**src/rtl/synthesijer_fp64_pkg.sv**
```systemverilog
`default_nettype none
// ============================================================================
// Module      : synthesijer_fp64_pkg
// Description : Shared FP64 width, counter-width helper and canonical FP64
//               constants for the issue buffer and its FIFO.
// Revision    : 1.0 - initial release
// ============================================================================
package synthesijer_fp64_pkg;

    localparam int FP64_W = 64;

    localparam logic [FP64_W-1:0] FP64_ONE   = 64'h3FF0000000000000;
    localparam logic [FP64_W-1:0] FP64_TWO   = 64'h4000000000000000;
    localparam logic [FP64_W-1:0] FP64_THREE = 64'h4008000000000000;

    // Bits needed to hold any value 0..depth inclusive.
    function automatic int cnt_w(input int depth);
        return $clog2(depth + 1);
    endfunction

endpackage
`default_nettype wire

```
**src/rtl/synthesijer_sync_fifo.sv**
```systemverilog
`default_nettype none
// ============================================================================
// Module      : synthesijer_sync_fifo
// Description : Register-based synchronous FIFO. Head is presented directly
//               from storage. No overflow/underflow protection: the caller
//               guarantees push never hits a full FIFO and pop never an empty
//               one (push and pop together are legal when non-empty).
// Ports       : clk, rst (sync, active-high)
//               i_push/i_data - write strobe and data
//               i_pop         - read strobe
//               o_head        - oldest entry
//               o_cnt         - occupancy 0..DEPTH
// Revision    : 1.0 - initial release
// ============================================================================
module synthesijer_sync_fifo
    import synthesijer_fp64_pkg::*;
#(
    parameter int WIDTH = 64,
    parameter int DEPTH = 8
) (
    input  logic                      clk,
    input  logic                      rst,
    input  logic                      i_push,
    input  logic [WIDTH-1:0]          i_data,
    input  logic                      i_pop,
    output logic [WIDTH-1:0]          o_head,
    output logic [cnt_w(DEPTH)-1:0]   o_cnt
);

    localparam int c_PW = $clog2(DEPTH);
    localparam int c_CW = cnt_w(DEPTH);

    logic [WIDTH-1:0] r_mem [DEPTH];
    logic [c_PW-1:0]  r_wr_ptr;
    logic [c_PW-1:0]  r_rd_ptr;
    logic [c_CW-1:0]  r_cnt;

    // Pointers are exactly log2(DEPTH) bits, so they wrap modulo DEPTH.
    always_ff @(posedge clk) begin
        if (rst) begin
            r_wr_ptr <= '0;
            r_rd_ptr <= '0;
            r_cnt    <= '0;
            for (int i = 0; i < DEPTH; i++) begin
                r_mem[i] <= '0;
            end
        end else begin
            if (i_push) begin
                r_mem[r_wr_ptr] <= i_data;
                r_wr_ptr        <= r_wr_ptr + c_PW'(1);
            end
            if (i_pop) begin
                r_rd_ptr <= r_rd_ptr + c_PW'(1);
            end
            case ({i_push, i_pop})
                2'b10:   r_cnt <= r_cnt + c_CW'(1);
                2'b01:   r_cnt <= r_cnt - c_CW'(1);
                default: r_cnt <= r_cnt;
            endcase
        end
    end

    assign o_head = r_mem[r_rd_ptr];
    assign o_cnt  = r_cnt;

endmodule
`default_nettype wire

```
**src/rtl/synthesijer_fp64_issue_buffer.sv**
```systemverilog
`default_nettype none
// ============================================================================
// Module      : synthesijer_fp64_issue_buffer
// Description : Ready/valid wrapper around a fixed-latency, non-stallable FP64
//               operator. Operands are issued as one-cycle fu_nd pulses and
//               every result is captured in a FIFO. Credits (inflight plus
//               FIFO occupancy) cap outstanding work at DEPTH so no operator
//               result is ever lost. After reset a drain window of
//               FU_LATENCY+1 cycles swallows stale operator results.
// Ports       : clk, reset (sync, active-high)
//               s_a/s_b/s_valid/s_ready   - operand pair input handshake
//               fu_a/fu_b/fu_nd           - registered issue to operator
//               fu_result/fu_valid        - operator result strobe
//               m_result/m_valid/m_ready  - buffered result output handshake
//               count                     - inflight + FIFO occupancy
//               busy                      - work outstanding or draining
//               err (SYNTHESIJER_FP64_CHECK_EN only) - sticky protocol error
// Options     : `define SYNTHESIJER_FP64_CHECK_EN adds the err output and
//               drops unexpected operator results.
// Revision    : 1.0 - initial release
// ============================================================================
module synthesijer_fp64_issue_buffer
    import synthesijer_fp64_pkg::*;
#(
    parameter int DEPTH      = 8,
    parameter int FU_LATENCY = 16
) (
    input  logic                      clk,
    input  logic                      reset,
    input  logic [FP64_W-1:0]         s_a,
    input  logic [FP64_W-1:0]         s_b,
    input  logic                      s_valid,
    output logic                      s_ready,
    output logic [FP64_W-1:0]         fu_a,
    output logic [FP64_W-1:0]         fu_b,
    output logic                      fu_nd,
    input  logic [FP64_W-1:0]         fu_result,
    input  logic                      fu_valid,
    output logic [FP64_W-1:0]         m_result,
    output logic                      m_valid,
    input  logic                      m_ready,
    output logic [cnt_w(DEPTH)-1:0]   count,
    output logic                      busy
`ifdef SYNTHESIJER_FP64_CHECK_EN
    ,
    output logic                      err
`endif
);

    localparam int c_CW = cnt_w(DEPTH);
    localparam int c_DW = $clog2(FU_LATENCY + 2);
    localparam logic [c_CW-1:0] c_DEPTH = c_CW'(DEPTH);
    localparam logic [c_DW-1:0] c_DRAIN = c_DW'(FU_LATENCY + 1);

    logic [c_DW-1:0]   r_drain_cnt;
    logic [c_CW-1:0]   r_inflight;
    logic [FP64_W-1:0] r_fu_a;
    logic [FP64_W-1:0] r_fu_b;
    logic              r_fu_nd;

    logic [c_CW-1:0]   w_fifo_cnt;
    logic [c_CW-1:0]   w_total;
    logic [FP64_W-1:0] w_head;
    logic              w_drain;
    logic              w_fire;
    logic              w_pop;
    logic              w_res;
    logic              w_push;

    assign w_drain = (r_drain_cnt != '0);
    assign w_total = r_inflight + w_fifo_cnt;
    // Credit check uses registered state only; a credit freed by a pop is
    // therefore visible one cycle later.
    assign s_ready = !reset && !w_drain && (w_total < c_DEPTH);
    assign w_fire  = s_valid && s_ready;
    assign m_valid = (w_fifo_cnt != '0);
    assign w_pop   = m_valid && m_ready;
    // Results during the drain window may belong to pre-reset operations.
    assign w_res   = fu_valid && !w_drain;

`ifdef SYNTHESIJER_FP64_CHECK_EN
    logic w_bad;
    logic r_err;
    assign w_bad  = w_res && ((r_inflight == '0) || ((w_fifo_cnt == c_DEPTH) && !w_pop));
    assign w_push = w_res && !w_bad;
    assign err    = r_err;

    always_ff @(posedge clk) begin
        if (reset) begin
            r_err <= 1'b0;
        end else if (w_bad) begin
            r_err <= 1'b1;
        end
    end
`else
    assign w_push = w_res;
`endif

    // Counter is loaded on reset so the drain window starts the first cycle
    // reset is low; busy/s_ready are gated by reset so nothing shows early.
    always_ff @(posedge clk) begin
        if (reset) begin
            r_drain_cnt <= c_DRAIN;
        end else if (w_drain) begin
            r_drain_cnt <= r_drain_cnt - c_DW'(1);
        end
    end

    always_ff @(posedge clk) begin
        if (reset) begin
            r_fu_a     <= '0;
            r_fu_b     <= '0;
            r_fu_nd    <= 1'b0;
            r_inflight <= '0;
        end else begin
            r_fu_nd <= w_fire;
            if (w_fire) begin
                r_fu_a <= s_a;
                r_fu_b <= s_b;
            end
            case ({w_fire, w_push})
                2'b10:   r_inflight <= r_inflight + c_CW'(1);
                2'b01:   r_inflight <= r_inflight - c_CW'(1);
                default: r_inflight <= r_inflight;
            endcase
        end
    end

    synthesijer_sync_fifo #(
        .WIDTH (FP64_W),
        .DEPTH (DEPTH)
    ) u_fifo (
        .clk    (clk),
        .rst    (reset),
        .i_push (w_push),
        .i_data (fu_result),
        .i_pop  (w_pop),
        .o_head (w_head),
        .o_cnt  (w_fifo_cnt)
    );

    assign fu_a     = r_fu_a;
    assign fu_b     = r_fu_b;
    assign fu_nd    = r_fu_nd;
    assign m_result = w_head;
    assign count    = w_total;
    assign busy     = !reset && ((w_total != '0) || w_drain);

endmodule
`default_nettype wire

```
**config.mk**
```make
export PLATFORM = sky130hd
export DESIGN_NAME = synthesijer_fp64_issue_buffer
export DESIGN_NICKNAME = d
export VERILOG_FILES = /design/src/rtl/synthesijer_fp64_pkg.sv /design/src/rtl/synthesijer_sync_fifo.sv /design/src/rtl/synthesijer_fp64_issue_buffer.sv
export SDC_FILE = /design/constraint.sdc
export NUM_CORES = 1
export LEC_CHECK = 0
export CORE_MARGIN = 2
export CORE_UTILIZATION = 50
export DETAILED_ROUTE_END_ITERATION = 10
export PLACE_DENSITY = 0.71
export SKIP_LAST_GASP = 1
export SLEW_MARGIN = 5
export SYNTH_ARGS = -nofsm -noshare
export SYNTH_HDL_FRONTEND = slang
export SYNTH_HIERARCHICAL = 1
export SYNTH_SLANG_ARGS = --single-unit
```
**constraint.sdc**
```tcl
create_clock -name clk -period 3.8 [get_ports clk]
set_input_delay 0.76 -clock clk [delete_from_list [all_inputs] [get_ports clk]]
set_output_delay 0.76 -clock clk [all_outputs]
set_load 0.01 [all_outputs]
```
[Yosys cells after proc, flatten, opt, wreduce, memory -nomap -nowiden]
Memories as Yosys holds them, arrays and structs flattened. A register that Yosys moved wholly into a read port is not among the register bits.
Cells that the tools add are included.
Operators by class
  add/sub/neg operators: 8
  order comparisons: 1
  equality and inequality tests: 4
  multiplexer cells: 12
  reduce and logical (&&, ||, !) cells: 15
Operator list (count)
  64-bit two-way mux: 1
  64-bit OR reduction: 1
  4-bit case mux with 2 select lines: 2
  3-bit two-way mux: 3
  4-bit by 1-bit adder with 4-bit output (second input constant): 2
  4-bit nonzero test: 2
  4-bit by 1-bit subtractor with 4-bit output (second input constant): 2
  3-bit by 1-bit adder with 3-bit output (second input constant): 2
  1-bit logical AND: 6
  1-bit two-way mux: 6
  5-bit nonzero test: 1
  5-bit by 1-bit subtractor with 5-bit output (second input constant): 1
  4-bit adder: 1
  2-bit by 1-bit equality test with 1-bit output (second input constant): 2
  2-bit equality test (second input constant): 2
  4-bit < comparator (second input constant): 1
  2-bit nonzero test: 2
  1-bit zero test: 2
  1-bit logical OR: 1
Storage, ports and cells
  register bits after elaboration: 148
  RAM bits: 512
  input bits: 197
  memories: 1
Memory list
  u_fifo.r_mem: words 8, bits a word 64, rd ports 1, clocked after memory_dff 1, write ports 8, RTL line synthesijer_sync_fifo.sv:33  | logic [WIDTH-1:0] r_mem [DEPTH];

[Depth between registers and ports, before layout]
Gate-level depths: netlist of run 1.
  depth in word-level cells: 8
  gate-level depth with buffers: 15
  depth with buffers taken out: 12

[Cells and area by module]
The synthesis of run 1 kept the hierarchy.
Modules (own cells, without submodules)
  synthesijer_sync_fifo: times used 1, cells each 1386, area an instance 23339.9 sq um, sequential area each 15635.0 sq um
  synthesijer_fp64_issue_buffer: times used 1, cells each 509, area an instance 5975.7 sq um, sequential area each 2762.6 sq um

[Worst setup path before layout of run 1]
No wires, ideal clock.
  kind: register -> register
  start point: reg u_fifo.r_cnt[2], in the netlist u_fifo/o_cnt[2]
  end point: reg r_inflight[3]
  setup time: 0.121 ns
  arrival: 3.012 ns
  data required time: 3.679 ns
  path slack: 0.667 ns
  cell stages (with the launch flop): 15
  buffers on the path: 3
  clock period less this slack: 3.133 ns
  path through: dfxtp_1 -> ha_1 -> a21oi_1 -> and3_1 -> o2111a_1 -> buf_6 -> inv_2 -> buf_6 -> buf_6 -> ha_1 -> ha_1 -> a21o_1 -> a21oi_1 -> mux2i_1 -> mux2_2
Between the ends
  cells in the longest elaborated chain, start to end: 6
  elaborated cells on any way between the ends: 8
  classes of those cells: add/sub: 1; order compare: 1; eq/ne: 2; mux: 1; reduce/logical: 3
Ends and longest elaborated chain
  start: declaration: RTL line synthesijer_sync_fifo.sv:36  | logic [c_CW-1:0] r_cnt;
  start signal: assignment: RTL line synthesijer_sync_fifo.sv:56  | 2'b10: r_cnt <= r_cnt + c_CW'(1);
  start signal: assignment: RTL line synthesijer_sync_fifo.sv:57  | 2'b01: r_cnt <= r_cnt - c_CW'(1);
  start signal: assignment: RTL line synthesijer_sync_fifo.sv:58  | default: r_cnt <= r_cnt;
  4-bit adder *: RTL line synthesijer_fp64_issue_buffer.sv:71  | assign w_total = r_inflight + w_fifo_cnt;
  4-bit < comparator *: RTL line synthesijer_fp64_issue_buffer.sv:74  | assign s_ready = !reset && !w_drain && (w_total < c_DEPTH);
  1-bit logical AND *: RTL line synthesijer_fp64_issue_buffer.sv:74
  1-bit logical AND *: RTL line synthesijer_fp64_issue_buffer.sv:75  | assign w_fire = s_valid && s_ready;
  2-bit by 1-bit equality test with 1-bit output / 2-bit equality test (equally long branches): RTL line synthesijer_fp64_issue_buffer.sv:121  | case ({w_fire, w_push})
  4-bit case mux with 2 select lines / 2-bit nonzero test (equally long branches)
  end signal: assignment: RTL line synthesijer_fp64_issue_buffer.sv:122  | 2'b10: r_inflight <= r_inflight + c_CW'(1);
  end signal: assignment: RTL line synthesijer_fp64_issue_buffer.sv:123  | 2'b01: r_inflight <= r_inflight - c_CW'(1);
  end signal: assignment: RTL line synthesijer_fp64_issue_buffer.sv:124  | default: r_inflight <= r_inflight;
  end: declaration: RTL line synthesijer_fp64_issue_buffer.sv:56  | logic [c_CW-1:0] r_inflight;
Mark *: on every way between the ends. The rest lies on a longest branch, timed or not.
A chain may end at the register's enable or synchronous reset.

[Worst setup path after layout of run 1]
  start point: reg r_inflight[0]
  end point: out busy
Between the ends
  cells in the longest elaborated chain, start to end: 4
Ends and longest elaborated chain
  4-bit adder: RTL line synthesijer_fp64_issue_buffer.sv:71
  4-bit nonzero test: RTL line synthesijer_fp64_issue_buffer.sv:147  | assign busy = !reset && ((w_total != '0) || w_drain);
  1-bit logical OR: RTL line synthesijer_fp64_issue_buffer.sv:147
  1-bit logical AND: RTL line synthesijer_fp64_issue_buffer.sv:147
  end: declaration: RTL line synthesijer_fp64_issue_buffer.sv:43  | output logic busy
Every way passes these cells.

==> results of run 1 <==
## flip-flops by register name, indices dropped and copies added (netlist names), named ones only
name             count
u_fifo/r_wr_ptr      3
u_fifo/o_cnt         4
r_drain_cnt          5
fu_nd                1
u_fifo/r_rd_ptr      3
u_fifo/r_mem       512
fu_b                64
r_inflight           4
fu_a                64
## area by class of cell
cell class                      instances  area, um^2
Clock inverter                         29         174
Multi-Input combinational cell       1096       10300
Timing Repair Buffer                  437        4550
Clock buffer                           97        1950
Sequential cell                       663       18400
Antenna cell                            3        7.51
Tap cell                              765         957
Fill cell                            4274       21400
Inverter                               11        46.3
## worst paths after layout
| kind | start | to | slack [ps] |
|---|---|---|---|
| setup / recovery | r_inflight[0] | busy | 120 |
| hold / removal | fu_a[19] | fu_a[19] | 460 |
| setup reg to reg | u_fifo/o_cnt[2] | r_inflight[3] | 800 |
| hold reg to reg | fu_a[19] | fu_a[19] | 460 |
## where the power goes
part	switching, mW	total, mW	internal [mW]	leakage (nW)
clock	2.73	6.37	3.65	1.03
combinational	0.502	1.09	0.587	5.92
sequential	0.0803	8.09	8.01	6.51
## cell usage after synthesis (all sizes together)
library cell,n,share of area [%]
a211o,1,0.030
a211oi,1,0.026
a21o,1,0.026
a21oi,7,0.12
and2,514,11
and3,1,0.021
buf,43,1.2
clkbuf,82,1.1
dfxtp,151,10
edfxtp,512,52
fa,2,0.14
ha,13,0.55
inv,11,0.14
mux2,177,7.8
mux2i,21,0.72
mux4,128,9.8
nand2,40,0.51
nand2b,1,0.021
nand3,1,0.017
nand3b,2,0.051
nor2,30,0.38
nor2b,114,2.4
nor3,5,0.085
nor4,2,0.064
nor4b,2,0.11
nor4bb,1,0.034
o2111a,1,0.038
o21ai,4,0.068
o31a,1,0.030
o31ai,1,0.026
or2,8,0.17
or3,2,0.043
or3b,1,0.030
or4,1,0.026
xnor2,6,0.18
xor2,7,0.21
## what timing repair did
action                                  in CTS  in global routing
setup buffers                                0                  4
endpoints found under the setup margin       3                  2
gates resized for setup                      1                  1
## cell families after synthesis
family	share of synthesized area, %
and+or+nand+nor	15.0
DFF	62.8
muxes	18.4
buffers and inverters	2.47
AOI/OAI and AO/OA	0.363
adders and majority gates	0.691
xor gates and xnor gates	0.388
## per-layer routing
layer  up-vias  GRT usage, %
met1      8612          30.8
li1       7589             -
met2       592          40.7
met3        83          6.11
met5         -             0
met4         4          7.11
## critical path: cells and delay by family, from the launching register on
kind / cells / cell delay, ps
compound gates: 1 / 270
buf+inv: 3 / 620
simple gates: 1 / 360
fa+ha+maj: 2 / 680
flops: 1 / 410
## stage by stage
| stage | instances | area [um^2] | util (%) | setup WS, ps |
|---|---|---|---|---|
| floorplan | 1895 | 29300 | - | 667 |
| global placement | 2968 | 34200 | 59.2 | 658 |
| detailed placement | 2968 | 34200 | 59.2 | 605 |
| CTS | 3094 | 36300 | 62.8 | 23.4 |
| global route | 3101 | 36400 | 62.9 | -10.9 |
| finish | 3101 | 36400 | 62.9 | 124 |
==> flow_summary.json, run 1 <==
{
  "postRouteAntennaNets": 0,
  "path_clk_slew_ps": 60,
  "top_level_ports": 397,
  "tightestPinTransition_ps": 917,
  "synthesis.nets": 2107,
  "setup-tns-final_ps": 0,
  "routed-wl-met3_um": 5600,
  "layout.nets": 2491,
  "dieArea_um2": 60600,
  "rows": 88,
  "syn_area_per_cell_um2": 15.5,
  "portBuffers": 396,
  "period_minus_slack_ps": 3680,
  "routed.top_layer": "met5",
  "relSlewSlack_pct": 38.9,
  "whs_path_depth": 2,
  "worstSetupStartpointType": "register",
  "cts_buffers": 70,
  "first_global_vias": 18097,
  "hold_viol_final": 0,
  "antenna_found_initial": 5,
  "p_leak_nw": 13.5,
  "rsz0062_at_grt": "yes",
  "synthesis.area_um2": 29300,
  "first_pass_iters": 7,
  "worstPathCellList": "ha_1 -> inv_1 -> fa_1 -> inv_1 -> or3_1 -> o31a_1 -> clkdlybuf4s50_1",
  "vias_per_cell": 5.44,
  "setup_viol": 0,
  "crit_type": "reg -> out",
  "grt_usage_pct": 24.1,
  "period_share_pct": 96.7,
  "grt_max_degree": 112,
  "ys_types": 44,
  "drc": 0,
  "synth_warnings": 6,
  "max_cap_viol_count": 0,
  "syn-instance-count": 1895,
  "insertion_delay_ps": 600,
  "min-delay-path-class": "reg -> reg",
  "skew_ps": 19.0,
  "die_y_um": 246,
  "fmax_ghz": 0.272,
  "die_width_um": 246,
  "crit_top_cell": "inv_1",
  "status": "finished clean",
  "cp.arrival_ps": 2920,
  "drv_slew": 0,
  "hold_buffers": 0,
  "cts_tree": "built",
  "wl_per_cell_um": 23.3,
  "vias": 16880,
  "synth_seq_cells": 663,
  "dp_hpwl_um": 42200,
  "clock_sinks": 663,
  "crit_slowest_cell": "clkdlybuf4s50_1",
  "start_util_pct": 50.7,
  "grt_pass1_wl_um": 109000,
  "powerDensity_nw_per_um2": 428,
  "clockRootBuffer": "clkbuf_16",
  "required_ps": 3040,
  "hold_ws_ps": 460,
  "irDropWorstVdd_v": 0.000332,
  "cts-htree-levels": 3,
  "syn_to_final_growth_pct": 24.0,
  "wl_met2_um": 36400,
  "seq_area_frac_synth_pct": 62.8,
  "grt-ovfl-total": 0,
  "cpPeakStageDelay_ps": 510,
  "cts_buffer_depth": 3,
  "initialDrtViolationCount": 1100,
  "gp_congestion": 0.817,
  "reg2reg_depth": 11,
  "core_region_area_um2": 57800,
  "wl_met1_um": 28900,
  "layout_commonest_cell": "and2_1",
  "cp-end-kind": "output port",
  "path_max_fanout": 4,
  "drt-total-wl_um": 72300,
  "total_power_mw": 15.6,
  "drive_above_1_share_pct": 19.7,
  "final_cell_mix": "and2_1 (514), edfxtp_1 (512), clkdlybuf4s50_1 (395), dfxtp_1 (147), mux4_2 (128)"
}
(Power assumes the default switching activity.)
==> run 2, diff against run 1 <==
Clock period 3.8 ns to 4.2 ns, I/O delays scaled along.
==> run 2 against run 1 <==
Effect of this change:
- count of clock-buffer cells in the layout is 4 higher
- sequential cell count is the same
- design area grew 0.11%
- non-clock buffer count decreased by 3
- global-route usage up 0.15 points
- final cell count rose by 0.19%
- register-to-register slack gained 300 ps
- first-iteration DRC count up 1.0%
- utilization rose by 0.067 points
- power down 7.6%
- critical endpoint is now m_result[40]
- largest cell class unchanged
==> flow_summary.json, run 2 (synthesis gave the netlist of run 1 again) <==
{
  "status": "finished clean",
  "hold_viol_final": 0,
  "cts_setup_buffers": 0,
  "wl_per_cell_um": 23.5,
  "period_minus_slack_ps": 3880,
  "setup-tns-final_ps": 0,
  "cp-end-kind": "output port",
  "syn_to_final_growth_pct": 24.2,
  "final_cells": 3107,
  "cts_resized": 0,
  "rsz0062_at_grt": "no",
  "cpPeakStageDelay_ps": 660,
  "hold_buffers": 0,
  "drv_slew": 0,
  "layout.nets": 2491,
  "drive_above_1_share_pct": 19.9,
  "die_width_um": 246,
  "fmax_ghz": 0.258,
  "dp_hpwl_um": 42800,
  "start_util_pct": 50.7,
  "setup_viol": 0,
  "grt_pass1_wl_um": 109000,
  "insertion_delay_ps": 610,
  "crit_type": "reg -> out",
  "clockRootBuffer": "clkbuf_16",
  "grt-ovfl-total": 0,
  "grt_usage_pct": 24.3,
  "vias_per_cell": 5.41,
  "final_cell_mix": "and2_1 (514), edfxtp_1 (512), clkdlybuf4s50_1 (395), dfxtp_1 (148), mux4_2 (128)",
  "drc": 0,
  "finalWorstSetupSlack_ps": 318,
  "regMostFlops": "u_fifo/r_mem",
  "portBuffers": 396,
  "required_ps": 3360,
  "antenna_found_initial": 6,
  "hold_ws_ps": 456,
  "vias": 16816,
  "dp_cells": 2969,
  "min-delay-path-class": "reg -> reg",
  "place_ws_ps": 824,
  "die_y_um": 246,
  "cts_buffers": 73,
  "cts-htree-levels": 3,
  "cp.arrival_ps": 3040,
  "drt-total-wl_um": 72900,
  "max_cap_viol_count": 0,
  "skew_ps": 18.5,
  "largest_reg_flops": 512,
  "gp_congestion": 0.798,
  "first_global_vias": 18080,
  "irDropWorstVdd_v": 0.000304,
  "period_share_pct": 92.4,
  "p_leak_nw": 13.5,
  "grt_max_degree": 112,
  "worstSetupStartpointType": "register",
  "powerDensity_nw_per_um2": 395,
  "cts_buffer_depth": 3,
  "rows": 88,
  "first_pass_iters": 5,
  "clock_sinks": 663,
  "dieArea_um2": 60600,
  "path_max_fanout": 20,
  "core_region_area_um2": 57800,
  "layout_commonest_cell": "and2_1",
  "crit_slowest_cell": "dfxtp_4",
  "top_level_ports": 397,
  "worstPathCellList": "buf_4 -> mux4_2 -> mux2_2 -> clkdlybuf4s50_1",
  "initialDrtViolationCount": 1111,
  "path_clk_slew_ps": 60,
  "postRouteAntennaNets": 0,
  "cts_tree": "built",
  "tightestPinTransition_ps": 934,
  "relSlewSlack_pct": 37.7
}
## run 2: cell count changes in the layout (fill, tap and decap cells not counted), moves of 3 or more
cell / delta
clkbuf_1: +3
clkinv_1: -6
buf_12: -6
clkinv_2: +4
buf_4: +4
## run 2: where the power goes
part,internal [mW],total (mW),switching (mW)
registers,7.25,7.32,0.0775
clock network,3.51,6.09,2.57
logic,0.522,0.966,0.444
total,11.3,14.4,3.09
## run 2: stage by stage
stage          area (um^2)  util (%)  total power, mW
3_5_place_dp         34100      59.0             8.44
3_3_place_gp         34100      59.0             8.41
4_1_cts              36400      63.0             14.5
5_1_grt              36400      63.0             14.8
6_report             36400      63.0             14.4
2_1_floorplan        29300         -             7.89
## run 2: worst paths after layout
| kind | startpoint | to | slack, ps | depth (start not counted) |
|---|---|---|---|---|
| worst min-delay path | fu_a[20] | fu_a[20] | 460 | 2 |
| worst max register to register | r_drain_cnt[0] | u_fifo/r_mem[4][59] | 1100 | 8 |
| worst max-delay path | register | m_result[40] | 320 | 4 |
| worst min register to register | fu_a[20] | fu_a[20] | 460 | 2 |
## run 2: layer usage
layer | part of all wire, % | global-route usage, %
met3 | 7.3 | 6.41
met2 | 50 | 41.4
met5 | 0.018 | 0
met1 | 41 | 30.4
met4 | 1.8 | 7.09
## run 2: critical path, delay by kind of cell (launching register included)
| family | cells | cell delay (ps) |
|---|---|---|
| mux | 2 | 860 |
| buf+inv | 2 | 890 |
| flops | 1 | 660 |
## run 2: layout make-up
type | count | area, um^2
Fill cell | 4245 | 21400
Sequential cell | 663 | 18400
Multi-Input combinational cell | 1096 | 10300
Timing Repair Buffer | 434 | 4450
Clock buffer | 101 | 1990
Tap cell | 765 | 957
Clock inverter | 32 | 269
Inverter | 11 | 46.3
Antenna cell | 5 | 12.5
